<file path="config.mk">
export PLATFORM = sky130hd
export DESIGN_NAME = key_event_debounce
export DESIGN_NICKNAME = d
export VERILOG_FILES = /design/src/rtl/key_pkg.sv /design/src/rtl/key_debounce_ch.sv /design/src/rtl/key_event_debounce.sv
export SDC_FILE = /design/constraint.sdc
export NUM_CORES = 1
export LEC_CHECK = 0
export CORE_ASPECT_RATIO = 0.5
export CORE_MARGIN = 2
export CORE_UTILIZATION = 45
export CTS_CLUSTER_DIAMETER = 200
export DETAILED_ROUTE_END_ITERATION = 8
export GPL_TIMING_DRIVEN = 0
export HOLD_SLACK_MARGIN = 0.15
export PLACE_DENSITY = 0.67
export SLEW_MARGIN = 20
export SYNTH_ARGS = -nofsm -noshare
export SYNTH_HDL_FRONTEND = slang
export SYNTH_HIERARCHICAL = 1
export SYNTH_SLANG_ARGS = --single-unit
</file>
<file path="constraint.sdc">
create_clock -name clk -period 4.5 [get_ports clk]
set_input_delay 0.9 -clock clk [delete_from_list [all_inputs] [get_ports clk]]
set_output_delay 0.9 -clock clk [all_outputs]
set_load 0.05 [all_outputs]
</file>
<file path="src/rtl/key_pkg.sv">
// Shared types for the push-button front-end: per-channel FSM states and
// the electrical level of a pressed key on the raw pins.
package key_pkg;

   typedef enum logic [1:0] {IDLE, PCHK, PRESSED, RCHK} key_state_t;

   localparam logic KEY_ACTIVE_LVL = 1'b0;

endpackage

</file>
<file path="src/rtl/key_debounce_ch.sv">
// One key channel: two-flop synchroniser, debounce/hold FSM and registered
// level plus single-cycle press, release and long-press pulses.
//
//   state   | meaning
//   --------+-----------------------------------------------------------
//   IDLE    | key accepted released, waiting for a pressed sample
//   PCHK    | pressed samples seen, counting towards acceptance
//   PRESSED | key accepted pressed, hold timer running until long fires
//   RCHK    | released samples seen while pressed, counting to release
module key_debounce_ch
   import key_pkg::*;
#(
   parameter int DEBOUNCE_CYC = 1_000_000,
   parameter int LONG_CYC     = 50_000_000
) (
   input  logic clk,
   input  logic rst,
   input  logic key_in,
   output logic key_level,
   output logic key_press,
   output logic key_release,
   output logic key_long
);

   localparam int DW = $clog2(DEBOUNCE_CYC);
   localparam int HW = $clog2(LONG_CYC);
   localparam logic [DW-1:0] D_LAST = DW'(DEBOUNCE_CYC - 1);
   localparam logic [HW-1:0] H_LAST = HW'(LONG_CYC - 1);

   logic          sync_q1, sync_q2;
   logic          s;
   key_state_t    state, state_nxt;
   logic [DW-1:0] dcnt, dcnt_nxt;
   logic [HW-1:0] hcnt, hcnt_nxt;
   logic          long_done, long_done_nxt;
   logic          level_nxt, press_nxt, release_nxt, long_nxt;

   always_ff @(posedge clk or posedge rst) begin
      if (rst) begin
         sync_q1 <= 1'b1;
         sync_q2 <= 1'b1;
      end else begin
         sync_q1 <= key_in;
         sync_q2 <= sync_q1;
      end
   end

   assign s = (sync_q2 == KEY_ACTIVE_LVL);

   always_ff @(posedge clk or posedge rst) begin
      if (rst) begin
         state       <= IDLE;
         dcnt        <= '0;
         hcnt        <= '0;
         long_done   <= 1'b0;
         key_level   <= 1'b0;
         key_press   <= 1'b0;
         key_release <= 1'b0;
         key_long    <= 1'b0;
      end else begin
         state       <= state_nxt;
         dcnt        <= dcnt_nxt;
         hcnt        <= hcnt_nxt;
         long_done   <= long_done_nxt;
         key_level   <= level_nxt;
         key_press   <= press_nxt;
         key_release <= release_nxt;
         key_long    <= long_nxt;
      end
   end

   always_comb begin
      state_nxt     = state;
      dcnt_nxt      = dcnt;
      hcnt_nxt      = hcnt;
      long_done_nxt = long_done;
      level_nxt     = key_level;
      press_nxt     = 1'b0;
      release_nxt   = 1'b0;
      long_nxt      = 1'b0;
      case (state)
         IDLE: begin
            if (s) begin
               state_nxt = PCHK;
               dcnt_nxt  = DW'(1);
            end
         end
         PCHK: begin
            if (!s) begin
               state_nxt = IDLE;
               dcnt_nxt  = '0;
            end else if (dcnt == D_LAST) begin
               state_nxt     = PRESSED;
               press_nxt     = 1'b1;
               level_nxt     = 1'b1;
               dcnt_nxt      = '0;
               hcnt_nxt      = '0;
               long_done_nxt = 1'b0;
            end else begin
               dcnt_nxt = dcnt + DW'(1);
            end
         end
         PRESSED: begin
            if (!s) begin
               state_nxt = RCHK;
               dcnt_nxt  = DW'(1);
            end else if (!long_done) begin
               // hcnt parks at its last value once the long pulse has fired
               if (hcnt == H_LAST) begin
                  long_nxt      = 1'b1;
                  long_done_nxt = 1'b1;
               end else begin
                  hcnt_nxt = hcnt + HW'(1);
               end
            end
         end
         RCHK: begin
            if (s) begin
               state_nxt = PRESSED;
               dcnt_nxt  = '0;
            end else if (dcnt == D_LAST) begin
               state_nxt   = IDLE;
               release_nxt = 1'b1;
               level_nxt   = 1'b0;
               dcnt_nxt    = '0;
            end else begin
               dcnt_nxt = dcnt + DW'(1);
            end
         end
         default: state_nxt = IDLE;
      endcase
   end

endmodule

</file>
<file path="src/rtl/key_event_debounce.sv">
// Push-button front-end: NUM_KEYS independent debounced channels producing
// a clean pressed level and single-cycle press/release/long-press events.
module key_event_debounce #(
   parameter int NUM_KEYS     = 2,
   parameter int DEBOUNCE_CYC = 1_000_000,
   parameter int LONG_CYC     = 50_000_000
) (
   input  logic                clk,
   input  logic                rst,
   input  logic [NUM_KEYS-1:0] key_in,
   output logic [NUM_KEYS-1:0] key_level,
   output logic [NUM_KEYS-1:0] key_press,
   output logic [NUM_KEYS-1:0] key_release,
   output logic [NUM_KEYS-1:0] key_long
);

   for (genvar g = 0; g < NUM_KEYS; g++) begin : g_ch
      key_debounce_ch #(
         .DEBOUNCE_CYC (DEBOUNCE_CYC),
         .LONG_CYC     (LONG_CYC)
      ) u_ch (
         .clk         (clk),
         .rst         (rst),
         .key_in      (key_in[g]),
         .key_level   (key_level[g]),
         .key_press   (key_press[g]),
         .key_release (key_release[g]),
         .key_long    (key_long[g])
      );
   end

endmodule

</file>
After elaboration in Yosys (flattened, before gate mapping)
Cells that the tools add are included.
- add/sub/neg operators: 4
- $mul: 0
- div/mod/pow operators: 0
- magnitude comparators: 0
- equality and inequality tests: 32
- shift-type cells: 0
- muxes and demuxes: 74
- bitwise logic cells: 0
- reduce and logical (&&, ||, !) cells: 16
- operator list (kind ; count):
    $mux 26 ; 10
    $mux 20 ; 10
    $pmux 20 s4 ; 2
    $pmux 26 s2 ; 2
    $add 26x1->26 const B ; 2
    $eq 26x26->1 const B ; 2
    $add 20x1->20 const B ; 2
    $eq 20x20->1 const B ; 2
    $mux 1 ; 32
    $mux 2 ; 12
    $ne 2x2->1 const B ; 10
    $ne 2x1->1 const B ; 8
    $pmux 2 s4 ; 2
    $reduce_and 4->1 ; 4
    $reduce_and 6->1 ; 2
    $reduce_and 5->1 ; 2
    $eq 2x2->1 const B ; 4
    $pmux 1 s2 ; 4
    $reduce_bool 2->1 ; 4
    $ne 3x1->1 const B ; 2
    $ne 3x3->1 const B ; 2
    $eq 2x1->1 const B ; 2
    $logic_not 2->1 ; 2
    $reduce_and 2->1 ; 2
- register bits: 110
- latch bits: 0
- memory bits (writable): 0
- memory bits (read-only): 0
- input bits: 4
- output and inout bits: 8
- word-level logic and storage cells: 146
- memories: 0

Depth between registers and ports, before layout
Gate-level depths: netlist (run 1).
- word-level depth: 5
- depth in mapped cells: 8

Modules after synthesis
The synthesis (run 1) kept the hierarchy.
- by module, submodules not included (module ; times used ; cells an instance ; area an instance (um^2)):
    key_debounce_ch at g_ch[0].u_ch ; 1 ; 328 ; 3034.2
    key_debounce_ch at g_ch[1].u_ch ; 1 ; 326 ; 2975.4

Worst setup path after synthesis (run 1)
OpenSTA, ideal clock, no wires.
- kind: register to register
- start point: register g_ch[1].u_ch.sync_q2
- end point: register g_ch[1].u_ch.hcnt[22]
- arrival time: 2.394 ns
- data required time: 4.423 ns
- slack: 2.028 ns
- cell stages (with the launch flop): 9
- buffers on the path: 3
- clock period less this slack: 2.472 ns
- path through: dfstp_2 -> buf_6 -> or4b_1 -> buf_2 -> or3_1 -> buf_6 -> or2_4 -> or4_1 -> a21oi_1
- longest elaborated chain between the ends: 2
- elaborated cells between the ends (all ways): 3
- ends and longest elaborated chain (element ; RTL line ; source):
    start, declared ; key_debounce_ch.sv:30 ; logic sync_q1, sync_q2;
    start signal, assigned ; key_debounce_ch.sv:44 ; sync_q2 <= sync_q1;
    $ne 2x2->1 (no line) ; - ;
    $reduce_and 6->1 (no line) (*) ; - ;
    end signal, assigned ; key_debounce_ch.sv:63 ; hcnt <= hcnt_nxt;
    end, declared ; key_debounce_ch.sv:34 ; logic [HW-1:0] hcnt, hcnt_nxt;
Mark *: on every way between the ends. The rest lies on a longest branch, timed or not.
A chain may end at the register's enable or synchronous reset.

Worst setup path after layout (run 1)
- start point: register g_ch[1].u_ch.dcnt[13]
- end point: register g_ch[1].u_ch.dcnt[14]
- longest elaborated chain between the ends: 4
- elaborated cells between the ends (all ways): 6
- ends and longest elaborated chain (element ; RTL line ; source):
    start, declared ; key_debounce_ch.sv:33 ; logic [DW-1:0] dcnt, dcnt_nxt;
    start signal, assigned ; key_debounce_ch.sv:62 ; dcnt <= dcnt_nxt;
    $add 20x1->20 / $eq 20x20->1 (equally long branches) ; - ;
    $mux 20 (*) ; key_debounce_ch.sv:92, key_debounce_ch.sv:121 ;
    $mux 20 (on tied branches) ; key_debounce_ch.sv:118, key_debounce_ch.sv:89 ;
    $pmux 20 s4 (*) ; key_debounce_ch.sv:81 ; case (state)
Marked as above.

==> results of run 1 <==
-- layout make-up --
type	instances	area (um2)	area share, %
Sequential cell	110	2760	41.3
Tap cell	170	213	3.18
Multi-Input combinational cell	494	3020	45.2
Clock inverter	7	121	1.82
Inverter	21	83.8	1.25
Buffer	29	151	2.27
Clock buffer	9	225	3.37
Timing Repair Buffer	11	110	1.65
-- how the worst min path moves through the flow --
stage | depth (start not counted) | end | start | slack [ns]
after floorplan | 0 | g_ch[0].u_ch/sync_q2 | g_ch[0].u_ch/sync_q1 | 0.35
after global placement | 0 | g_ch[0].u_ch/sync_q2 | g_ch[0].u_ch/sync_q1 | 0.35
after detailed placement | 0 | g_ch[0].u_ch/sync_q2 | g_ch[0].u_ch/sync_q1 | 0.35
after CTS | 0 | g_ch[0].u_ch/sync_q2 | g_ch[0].u_ch/sync_q1 | 0.36
after global routing | 0 | g_ch[1].u_ch/sync_q2 | g_ch[1].u_ch/sync_q1 | 0.36
final | 0 | g_ch[0].u_ch/sync_q2 | g_ch[0].u_ch/sync_q1 | 0.36
-- through the flow --
stage          std cells  hold WS (ns)  area [um2]  total power (uW)  setup slack (ns)
2_1_floorplan        654         0.345        6010              1180              2.03
3_3_place_gp         835         0.347        6330              1230              1.14
3_5_place_dp         835         0.347        6340              1230              1.54
4_1_cts              851         0.358        6680              2160              1.53
5_1_grt              851         0.360        6680              2230              1.29
6_report             851         0.357        6680              2140              1.51
-- routing by layer --
layer,wire [um],track usage (%)
met1,6270,25.9
met4,150,5.85
met5,0,0
met3,537,3.97
met2,6090,32.6
-- cell families after synthesis --
| logic type | Yosys count | synth area share (%) |
|---|---|---|
| AO/OA/AOI/OAI | 124 | 12.7 |
| adder cells (fa/ha/maj) | 4 | 0.833 |
| flip-flops | 110 | 45.9 |
| AND/OR/NAND/NOR | 320 | 29.8 |
| multiplexers | 10 | 1.67 |
| XOR/XNOR | 36 | 5.25 |
| buffers and inverters | 50 | 3.83 |
-- registers in the layout, indices dropped and copies added (netlist names), named ones only --
name                   flops
g_ch.u_ch/key_long         2
g_ch.u_ch/hcnt            52
g_ch.u_ch/key_press        2
g_ch.u_ch/sync_q2          2
g_ch.u_ch/key_level        2
g_ch.u_ch/state            2
g_ch.u_ch/sync_q1          2
g_ch.u_ch/key_release      2
g_ch.u_ch/long_done        2
g_ch.u_ch/dcnt            40
-- where the power goes --
group / leakage [uW] / switching (uW) / internal [uW]
logic: 0.000953 / 122 / 58.3
registers: 0.00151 / 22.8 / 1010
clock network: 0.000164 / 377 / 547
total: 0.00263 / 522 / 1610
-- critical path, stage by stage, from the launching register on --
cell      delay, ns
dfrtp_1        0.47
or4b_2         0.73
nor4_2         0.62
a21oi_1        0.44
clkbuf_1       0.36
nand3_1        0.15
o211ai_1       0.09
-- cells in the final DEF (no fill, tap or decap), types with 6 or more instances in the layout --
master	count
inv_1	19
nand3_1	53
and4_1	8
clkbuf_1	15
o31ai_1	14
a21oi_1	34
nor2_1	58
nor4_1	18
or4_1	19
nand2_1	54
mux2i_1	10
dfrtp_1	106
nor3_1	24
o21ai_0	34
o211ai_1	6
nand4_1	25
xor2_1	12
clkdlybuf4s50_1	11
xnor2_1	24
a21o_1	10
buf_2	7
or3_1	16
clkbuf_16	9
a211oi_1	6
and3_1	7
==> results by group, run 1 <==
Power and ir drop
  – Max IR drop VDD: 167 uV
  – Power Density: 320 nW/um2
  – Pleak: 0.00263 uW

Clock network
  – CTS Sinks: 110
  – CTS clock-pin slew for the worst setup and hold paths: 0.08 ns
  – Max Buffers Root-to-Sink: 2
  – Worst-skew pair later-pin latency: 0.35 ns
  – Resized cells post-CTS: 0
  – CTS hold repair buffers: 0
  – H-tree Lvls: 3
  – Root Buffer: clkbuf_16
  – Post-CTS setup buffer count: 0
  – CTS tree: done
  – TritonCTS Buffers: 9

Synth
  – Ys Warns: 6
  – Mean Syn Cell Area: 9.19 um2
  – Sequential cell area fraction in the yosys report: 45.9%
  – Synth top area cells: dfrtp_1 (44%), nand3_1 (4.4%), nor2_1 (3.6%)
  – Post-synth EDFFs: 0
  – Top-area cell type share of the netlist area: 44.1%
  – Largest area contributor in the netlist: dfrtp_1
  – Syn nets: 662
  – Cell Area, Synth: 6010 um2
  – Commonest cells post-synth: dfrtp_1 (106), nor2_1 (58), nand2_1 (54)
  – Seq cells post-synth: 110
  – Synth Flop Type: dfrtp_1
  – Asr flop ratio synth: 100%
  – Most numerous cell in the Yosys netlist: dfrtp_1
  – Unique masters post-synth: 61
  – Mapped Cells: 654

Floorplanning
  – Starting Density: 46.8%
  – # rows: 29
  – Die Ht: 85.7 um
  – Full die area: 14400 um2
  – IO Pins: 12
  – Core area: 12800 um2
  – Die Wd: 167 um

STA
  – Final Skew: 0.0102 ns
  – Worst-margin pin slew: 1.05 ns
  – Relative slew margins: 29.2%
  – Tcrit/Tclk final: 66.4%
  – Pins over their slew limit: 0
  – Max Freq: 335 MHz
  – RSZ-0062 raised after global routing: no
  – Final hold vios: 0
  – Setup Viol. Count Final: 0
  – Setup TNS: 0 ns
  – Final min period: 2.99 ns

Cells and area
  – # nets final: 684
  – Layout Area Growth over Synthesis: 11.2%
  – Layout cells sized above 1: 7.93%
  – Fillers: 1171
  – Finished Core Util: 52.0%
  – Ant diodes: 0

Global route
  – Total gr overflow: 0
  – GRT Overall Usage: 19.4%
  – First-pass GRT wire length: 23.1 mm
  – Largest net degree at the start of global routing: 56
  – Initial antenna violation count: 0
  – Number of global-route vias before repair: 4825

Place
  – HPWL after DPL: 8.86 mm
  – Placer Congestion: 0.824
  – Port Buffer Count: 11

Critical path
  – Worst Path Arrival: 3.22 ns
  – Crit path capture: g_ch[1].u_ch/dcnt[14]
  – Reg2Reg Setup Slack: 1.51 ns
  – Crit Path Category: reg -> reg
  – Crit end category: register
  – CP Launch Point: g_ch[1].u_ch/dcnt[13]
  – Reg2reg start: g_ch[1].u_ch/dcnt[13]
  – Req. time, crit path: 4.73 ns
  – Nature of the critical path startpoint: register
  – Critical-path maximum fanout: 10
  – Worst R2R End: g_ch[1].u_ch/dcnt[14]
  – Cells on worst reg2reg path: 6

Detailed routing
  – WL per Instance: 15.3 um
  – Routed Antenna Nets: 0
  – DRT Pass-1 Iters: 5
  – DRC: 0
  – Iteration-0 DRC Markers: 397
  – Total wire length: 13.1 mm
  – Via density: 5.87
  – Via count: 4994

Run status
  – Status: completed

Run
  – Max Cap Violations: 0

Hold path
  – Hold WC Path Type: reg -> reg
No activity file was read; power rests on OpenSTA's default activity.
==> run 2: changes to the inputs <==
Settings changed: PLACE_DENSITY 0.67 to 0.69.
Clock period 4.5 ns to 2.7 ns, I/O delays scaled along.
==> run 2 against run 1 <==
Against the previous run:
- sequential cell count is the same
- clock-buffer cell count grew 2
- die area is the same
- largest cell class unchanged
- utilization grew 0.15 points
- global-route usage shrank 0.55 points
==> results by group, run 2 (same netlist as run 1, synthesis figures left out) <==
Floorplanning
  – Core area: 12800 um2 (unchanged)
  – Die Ht: 85.7 um (unchanged)
  – Full die area: 14400 um2 (unchanged)
  – # rows: 29 (unchanged)
  – IO Pins: 12 (unchanged)
  – Die Wd: 167 um (unchanged)
  – Starting Density: 46.8% (unchanged)

Power and ir drop
  – Pleak: 0.00267 uW (+1.4%)
  – Reg power frac: 51.2% (+2.9 points)
  – Max IR drop VDD: 311 uV (+86%)
  – Combinational share of power: 8.9% (+0.5 points)
  – Switching Fraction: 24.8% (+0.42 points)
  – Clock Power Share: 39.9% (-3.4 points)
  – Pint: 2530 uW (+57%)
  – Design Power: 3360 uW (+57%)
  – Net Sw Power: 836 uW (+60%)
  – Power Density: 502 nW/um2 (+57%)

Cells and area
  – # nets final: 686 (+0.29%)
  – Layout Area Growth over Synthesis: 11.5%
  – Fillers: 1183 (+1.0%)
  – Top flop regs: g_ch.u_ch/hcnt x52, g_ch.u_ch/dcnt x40
  – Largest register FFs: 52 (unchanged)
  – Ant diodes: 0 (unchanged)
  – Layout cells sized above 1: 9.22% (+1.3 points)
  – Biggest register: g_ch.u_ch/hcnt
  – Commonest non-fill, non-tap cell in the layout: dfrtp_1
  – Most frequent cells in the layout: dfrtp_1 (106), nor2_1 (57), nand2_1 (54)
  – Non-filler instance count after layout: 853 (+0.24%)

Place
  – Placer Congestion: 0.882 (+7.0%)
  – Placed Cells: 835 (unchanged)
  – Port Buffer Count: 11 (unchanged)
  – HPWL after DPL: 8.81 mm (-0.60%)

Hold path
  – Worst hold start: g_ch[1].u_ch/sync_q1
  – WHS Endpoint: g_ch[1].u_ch/sync_q2
  – Hold WC Path Type: reg -> reg
  – Hold depth: 0 (unchanged)

Clock network
  – CTS clock-pin slew for the worst setup and hold paths: 0.07 ns (about the same)
  – Worst-skew pair later-pin latency: 0.35 ns (about the same)
  – H-tree Lvls: 3 (unchanged)
  – CTS Sinks: 110 (unchanged)
  – Root Buffer: clkbuf_16
  – CTS tree: done
  – CTS hold repair buffers: 0 (unchanged)
  – Max Buffers Root-to-Sink: 2 (unchanged)
  – TritonCTS Buffers: 9 (unchanged)

STA
  – Final min period: 2.60 ns (-0.384 ns)
  – Worst-margin pin slew: 1.03 ns (-0.0238 ns)
  – Pins over their slew limit: 0 (unchanged)
  – Setup Viol. Count Final: 0 (unchanged)
  – Tcrit/Tclk final: 96.5% (+30 points)
  – Final hold slack: 0.357 ns (+0.000350 ns)
  – Final Skew: 0.00943 ns (-0.000798 ns)
  – Relative slew margins: 30.8% (+1.6 points)
  – Final hold vios: 0 (unchanged)
  – Max Freq: 384 MHz (+15%)
  – RSZ-0062 raised after global routing: no

Critical path
  – Crit Path Category: reg -> reg
  – Reg2Reg Setup Slack: 0.1 ns (-1.42 ns)
  – Crit end category: register
  – Nature of the critical path startpoint: register
  – Worst R2R End: g_ch[1].u_ch/hcnt[22]
  – Req. time, crit path: 2.97 ns (-1.76 ns)
  – Cells on worst reg2reg path: 8 (+2)
  – Critical-path maximum fanout: 9 (-1)
  – Reg2reg start: g_ch[1].u_ch/sync_q2
  – Worst Path Arrival: 2.87 ns (-0.35 ns)

Global route
  – Initial antenna violation count: 0 (unchanged)
  – GRT Overall Usage: 18.9% (-0.55 points)
  – Total gr overflow: 0 (unchanged)
  – Number of global-route vias before repair: 4729 (-2.0%)
  – Largest net degree at the start of global routing: 56 (unchanged)
  – First-pass GRT wire length: 22.4 mm (-3.1%)

Run
  – Max Cap Violations: 0 (unchanged)

Detailed routing
  – Routed Antenna Nets: 0 (unchanged)
  – Iteration-0 DRC Markers: 332 (-16%)
  – Via density: 5.87 (about the same)
  – Total wire length: 12.9 mm (-1.5%)
  – WL per Instance: 15.1 um (-1.7%)
  – Via count: 5006 (+0.24%)
  – DRC: 0 (unchanged)
  – DRT Pass-1 Iters: 5 (unchanged)

Run status
  – Status: completed
run 2: cell types whose count changed in the layout (fill, tap and decap cells not counted), sizes merged:
cell      delta
buf          +2
clkinvlp     -2
bufinv       -2
clkinv       +2
clkbuf       +2
run 2: timing repair:
item | CTS | global route
buffers inserted | 0 | 2
gates resized for setup | 8 | 4
endpoints found under the setup margin | 34 | 18
pin swaps | 0 | 2
run 2: critical path, stage by stage (launching register included):
cell	delay (ns)
dfstp_2	0.37
buf_6	0.13
or4b_1	0.50
buf_4	0.17
or3_1	0.36
buf_6	0.15
or2_4	0.23
or4_1	0.48
a21oi_1	0.14
run 2: power by group through the flow:
stage | registers [uW] | logic, uW | clock network, uW
4_1_cts | 1720 | 302 | 1390
6_report | 1720 | 298 | 1340
3_3_place_gp | 1750 | 293 | 0
3_5_place_dp | 1750 | 300 | 0
2_1_floorplan | 1740 | 225 | 0
5_1_grt | 1730 | 345 | 1450
run 2: through the flow:
step | setup WS, ns | instance area, um2 | setup TNS, ns | utilization, %
after floorplan | 0.228 | 6010 | 0 | -
after global placement | -0.288 | 6330 | -33.67 | 49.3
after detailed placement | -0.283 | 6340 | -4.94 | 49.3
after CTS | 0.0547 | 6670 | 0 | 51.9
after global routing | 0.0166 | 6700 | 0 | 52.2
final | 0.0956 | 6700 | 0 | 52.2
run 2: final cells by class:
class,count,area (um2),area share [%]
plain buffers,29,159,2.37
clock buffers,11,243,3.62
clock inverters,5,57.6,0.859
inverters,21,83.8,1.25
multi-input cells,494,3060,45.7
flip-flops and latches,110,2760,41.1
well taps,170,213,3.17
repair buffers,13,125,1.87
run 2: worst max path at each step:
stage,depth (start not counted),startpoint,slack (ns),endpoint
3_5_place_dp,6,g_ch[1].u_ch/dcnt[13],-0.28,g_ch[1].u_ch/dcnt[14]
6_report,8,g_ch[1].u_ch/sync_q2,0.1,g_ch[1].u_ch/hcnt[22]
3_3_place_gp,2,rst,-0.29,g_ch[1].u_ch/hcnt[19]
4_1_cts,8,g_ch[1].u_ch/hcnt[18],0.05,g_ch[1].u_ch/hcnt[7]
5_1_grt,8,g_ch[1].u_ch/hcnt[18],0.02,g_ch[1].u_ch/hcnt[7]
2_1_floorplan,8,g_ch[1].u_ch/sync_q2,0.23,g_ch[1].u_ch/hcnt[22]
run 2: metal layers:
metal | vias up | share of wire, % | global-route usage, %
li1 | 2460 | - | -
met1 | 2442 | 49 | 25.5
met2 | 97 | 46 | 31.9
met3 | 7 | 4.4 | 3.88
met4 | 0 | 0.56 | 4.03
met5 | - | 0 | 0
==> run 3: changes to the inputs <==
Settings changed: CORE_MARGIN 2 to 4, SETUP_SLACK_MARGIN from default to 0.15.
==> run 3 against run 2 <==
Against the previous run:
- critical path type unchanged
- utilization up 0.68 points
- clock-buffer cell count unchanged
- die area increased by 7.2%
- clock power is essentially flat
- routed wire length grew 1.5%
- worst hold slack improved by 0.0022 ns
==> results by group, run 3 (same netlist as run 1, synthesis figures left out) <==
Place
  – Post-DP Area: 6340 um2 (unchanged)
  – Port Buffer Count: 11 (unchanged)
  – HPWL after DPL: 8.85 mm (+0.48%)
  – Setup WS pre-CTS: -0.307 ns (-0.0244 ns)
  – Placer Congestion: 0.877 (-0.50%)

Detailed routing
  – Routed Antenna Nets: 0 (unchanged)
  – Via count: 5057 (+1.0%)
  – Iteration-0 DRC Markers: 412 (+24%)
  – Via density: 5.88 (+0.20%)
  – DRT Pass-1 Iters: 6 (+1)
  – DRC: 0 (unchanged)
  – WL per Instance: 15.2 um (+0.71%)
  – Total wire length: 13.1 mm (+1.5%)

Cells and area
  – Ant diodes: 0 (unchanged)
  – Biggest register: g_ch.u_ch/hcnt
  – Layout Area Growth over Synthesis: 13.0%
  – # nets final: 693 (+1.0%)
  – Final Cell Area: 6790 um2 (+1.3%)
  – Most frequent cells in the layout: dfrtp_1 (106), nor2_1 (57), nand2_1 (54)
  – Commonest non-fill, non-tap cell in the layout: dfrtp_1
  – Layout cells sized above 1: 11.0% (+1.8 points)
  – Top flop regs: g_ch.u_ch/hcnt x52, g_ch.u_ch/dcnt x40
  – Largest register FFs: 52 (unchanged)

Global route
  – Number of global-route vias before repair: 4707 (-0.47%)
  – Total gr overflow: 0 (unchanged)
  – Initial antenna violation count: 0 (unchanged)
  – Largest net degree at the start of global routing: 56 (unchanged)
  – First-pass GRT wire length: 23.3 mm (+4.0%)
  – GRT Overall Usage: 17.8% (-1.1 points)

Power and ir drop
  – Max IR drop VDD: 264 uV (-15%)
  – Pleak: 0.00272 uW (+2.2%)
  – Power Density: 499 nW/um2 (-0.59%)

Floorplanning
  – # rows: 29 (unchanged)
  – Full die area: 15400 um2 (+7.2%)
  – Starting Density: 46.8% (unchanged)
  – Core area: 12800 um2 (unchanged)
  – Die Ht: 89.7 um (+4.7%)
  – IO Pins: 12 (unchanged)
  – Die Wd: 171 um (+2.4%)

Hold path
  – Worst hold start: g_ch[1].u_ch/sync_q1
  – Hold WC Path Type: reg -> reg
  – Hold depth: 0 (unchanged)
  – WHS Endpoint: g_ch[1].u_ch/sync_q2

Clock network
  – CTS clock-pin slew for the worst setup and hold paths: 0.08 ns (about the same)
  – CTS tree: done
  – H-tree Lvls: 3 (unchanged)
  – CTS Sinks: 110 (unchanged)
  – Worst-skew pair later-pin latency: 0.35 ns (about the same)
  – Max Buffers Root-to-Sink: 2 (unchanged)
  – TritonCTS Buffers: 9 (unchanged)
  – Root Buffer: clkbuf_16

STA
  – Max Freq: 394 MHz (+2.6%)
  – Pins over their slew limit: 0 (unchanged)
  – RSZ-0062 raised after global routing: yes
  – Worst-margin pin slew: 0.816 ns (-0.213 ns)
  – Tcrit/Tclk final: 94.0% (-2.4 points)
  – Final Skew: 0.0106 ns (+0.00112 ns)
  – Relative slew margins: 45.1% (+14 points)
  – Setup ws final: 0.161 ns (+0.0656 ns)
  – Final min period: 2.54 ns (-0.0656 ns)
  – Final hold vios: 0 (unchanged)
  – Setup Viol. Count Final: 0 (unchanged)

Run
  – Max Cap Violations: 0 (unchanged)

Critical path
  – Nature of the critical path startpoint: register
  – Crit Path Category: reg -> reg
  – Family with the most delay on the worst path: simple AND/OR/NAND/NOR gates
  – Worst Path Buf+Inv: 3 (unchanged)
  – Reg2Reg Setup Slack: 0.16 ns (+0.07 ns)
  – Worst-path cell chain: buf_6 -> or4b_4 -> buf_6 -> or3_4 -> buf_6 -> or2_4 -> or4_1 -> a21oi_1
  – Critical-path top delay cell: or4_1
  – Worst Path Arrival: 2.82 ns (-0.05 ns)
  – Cells on worst reg2reg path: 8 (unchanged)
  – Critical path depth: 8 (unchanged)
  – Reg2reg start: g_ch[1].u_ch/sync_q2
  – Worst R2R End: g_ch[1].u_ch/hcnt[22]
  – Max incr delay on CP: 0.50 ns (about the same)
  – Crit end category: register
  – Req. time, crit path: 2.98 ns (about the same)
  – CP dominant cell by count: buf_6
  – Critical-path maximum fanout: 6 (-3)

Run status
  – Status: completed
run 3: timing repair:
| item | 4_1_cts | 5_1_grt |
|---|---|---|
| setup buffers | 4 | 5 |
| endpoints found under the setup margin | 43 | 49 |
| hold buffers | 0 | 0 |
| gates resized for setup | 12 | 17 |
| pin swaps | 2 | 3 |
run 3: area by class of cell:
| class | count | area [um2] |
|---|---|---|
| sequential | 110 | 2760 |
| clock inverter | 5 | 56.3 |
| tap | 170 | 213 |
| inverter | 21 | 83.8 |
| fill | 1179 | 6050 |
| buffer | 29 | 175 |
| clock buffer | 11 | 243 |
| timing repair buffer | 20 | 178 |
| multi-input combinational | 494 | 3080 |
run 3: how the worst max path moves through the flow:
stage                          start               endpoint  slack (ns)
2_1_floorplan   g_ch[1].u_ch/sync_q2  g_ch[1].u_ch/hcnt[22]        0.23
3_3_place_gp                     rst  g_ch[1].u_ch/hcnt[20]       -0.34
3_5_place_dp   g_ch[1].u_ch/dcnt[13]  g_ch[1].u_ch/dcnt[14]       -0.31
4_1_cts         g_ch[1].u_ch/sync_q2  g_ch[1].u_ch/hcnt[22]        0.16
5_1_grt         g_ch[1].u_ch/sync_q2  g_ch[1].u_ch/hcnt[22]        0.13
6_report        g_ch[1].u_ch/sync_q2  g_ch[1].u_ch/hcnt[22]        0.16
run 3: stage by stage:
stage | utilization [%] | total power [uW] | hold slack [ns] | setup TNS, ns | instances
3_3_place_gp | 49.3 | 2050 | 0.348 | -36.39 | 835
6_report | 52.9 | 3390 | 0.359 | 0 | 860
3_5_place_dp | 49.3 | 2050 | 0.349 | -4.73 | 835
4_1_cts | 52.2 | 3420 | 0.361 | 0 | 855
5_1_grt | 52.9 | 3550 | 0.367 | 0 | 860
2_1_floorplan | - | 1970 | 0.345 | 0 | 654
run 3: per-layer routing:
layer | track usage [%] | vias up | routed length (um)
met1 | 26.3 | 2476 | 6520
li1 | - | 2474 | -
met4 | 4.15 | 0 | 97
met5 | 0 | - | 0
met3 | 3.33 | 14 | 413
met2 | 27.2 | 93 | 6030
run 3: worst reg2reg max path, cell delays in order (launching register included):
cell and delay [ns]:
dfstp_2 0.37, buf_6 0.12, or4b_4 0.47, buf_6 0.13, or3_4 0.35, buf_6 0.14, or2_4 0.23, or4_1 0.50
a21oi_1 0.15
run 3: power breakdown:
group,switching [uW],leakage [uW],internal [uW]
sequential,41.1,0.00151,1680
clock,612,0.000146,747
combinational,205,0.00107,100
total,858,0.00272,2530
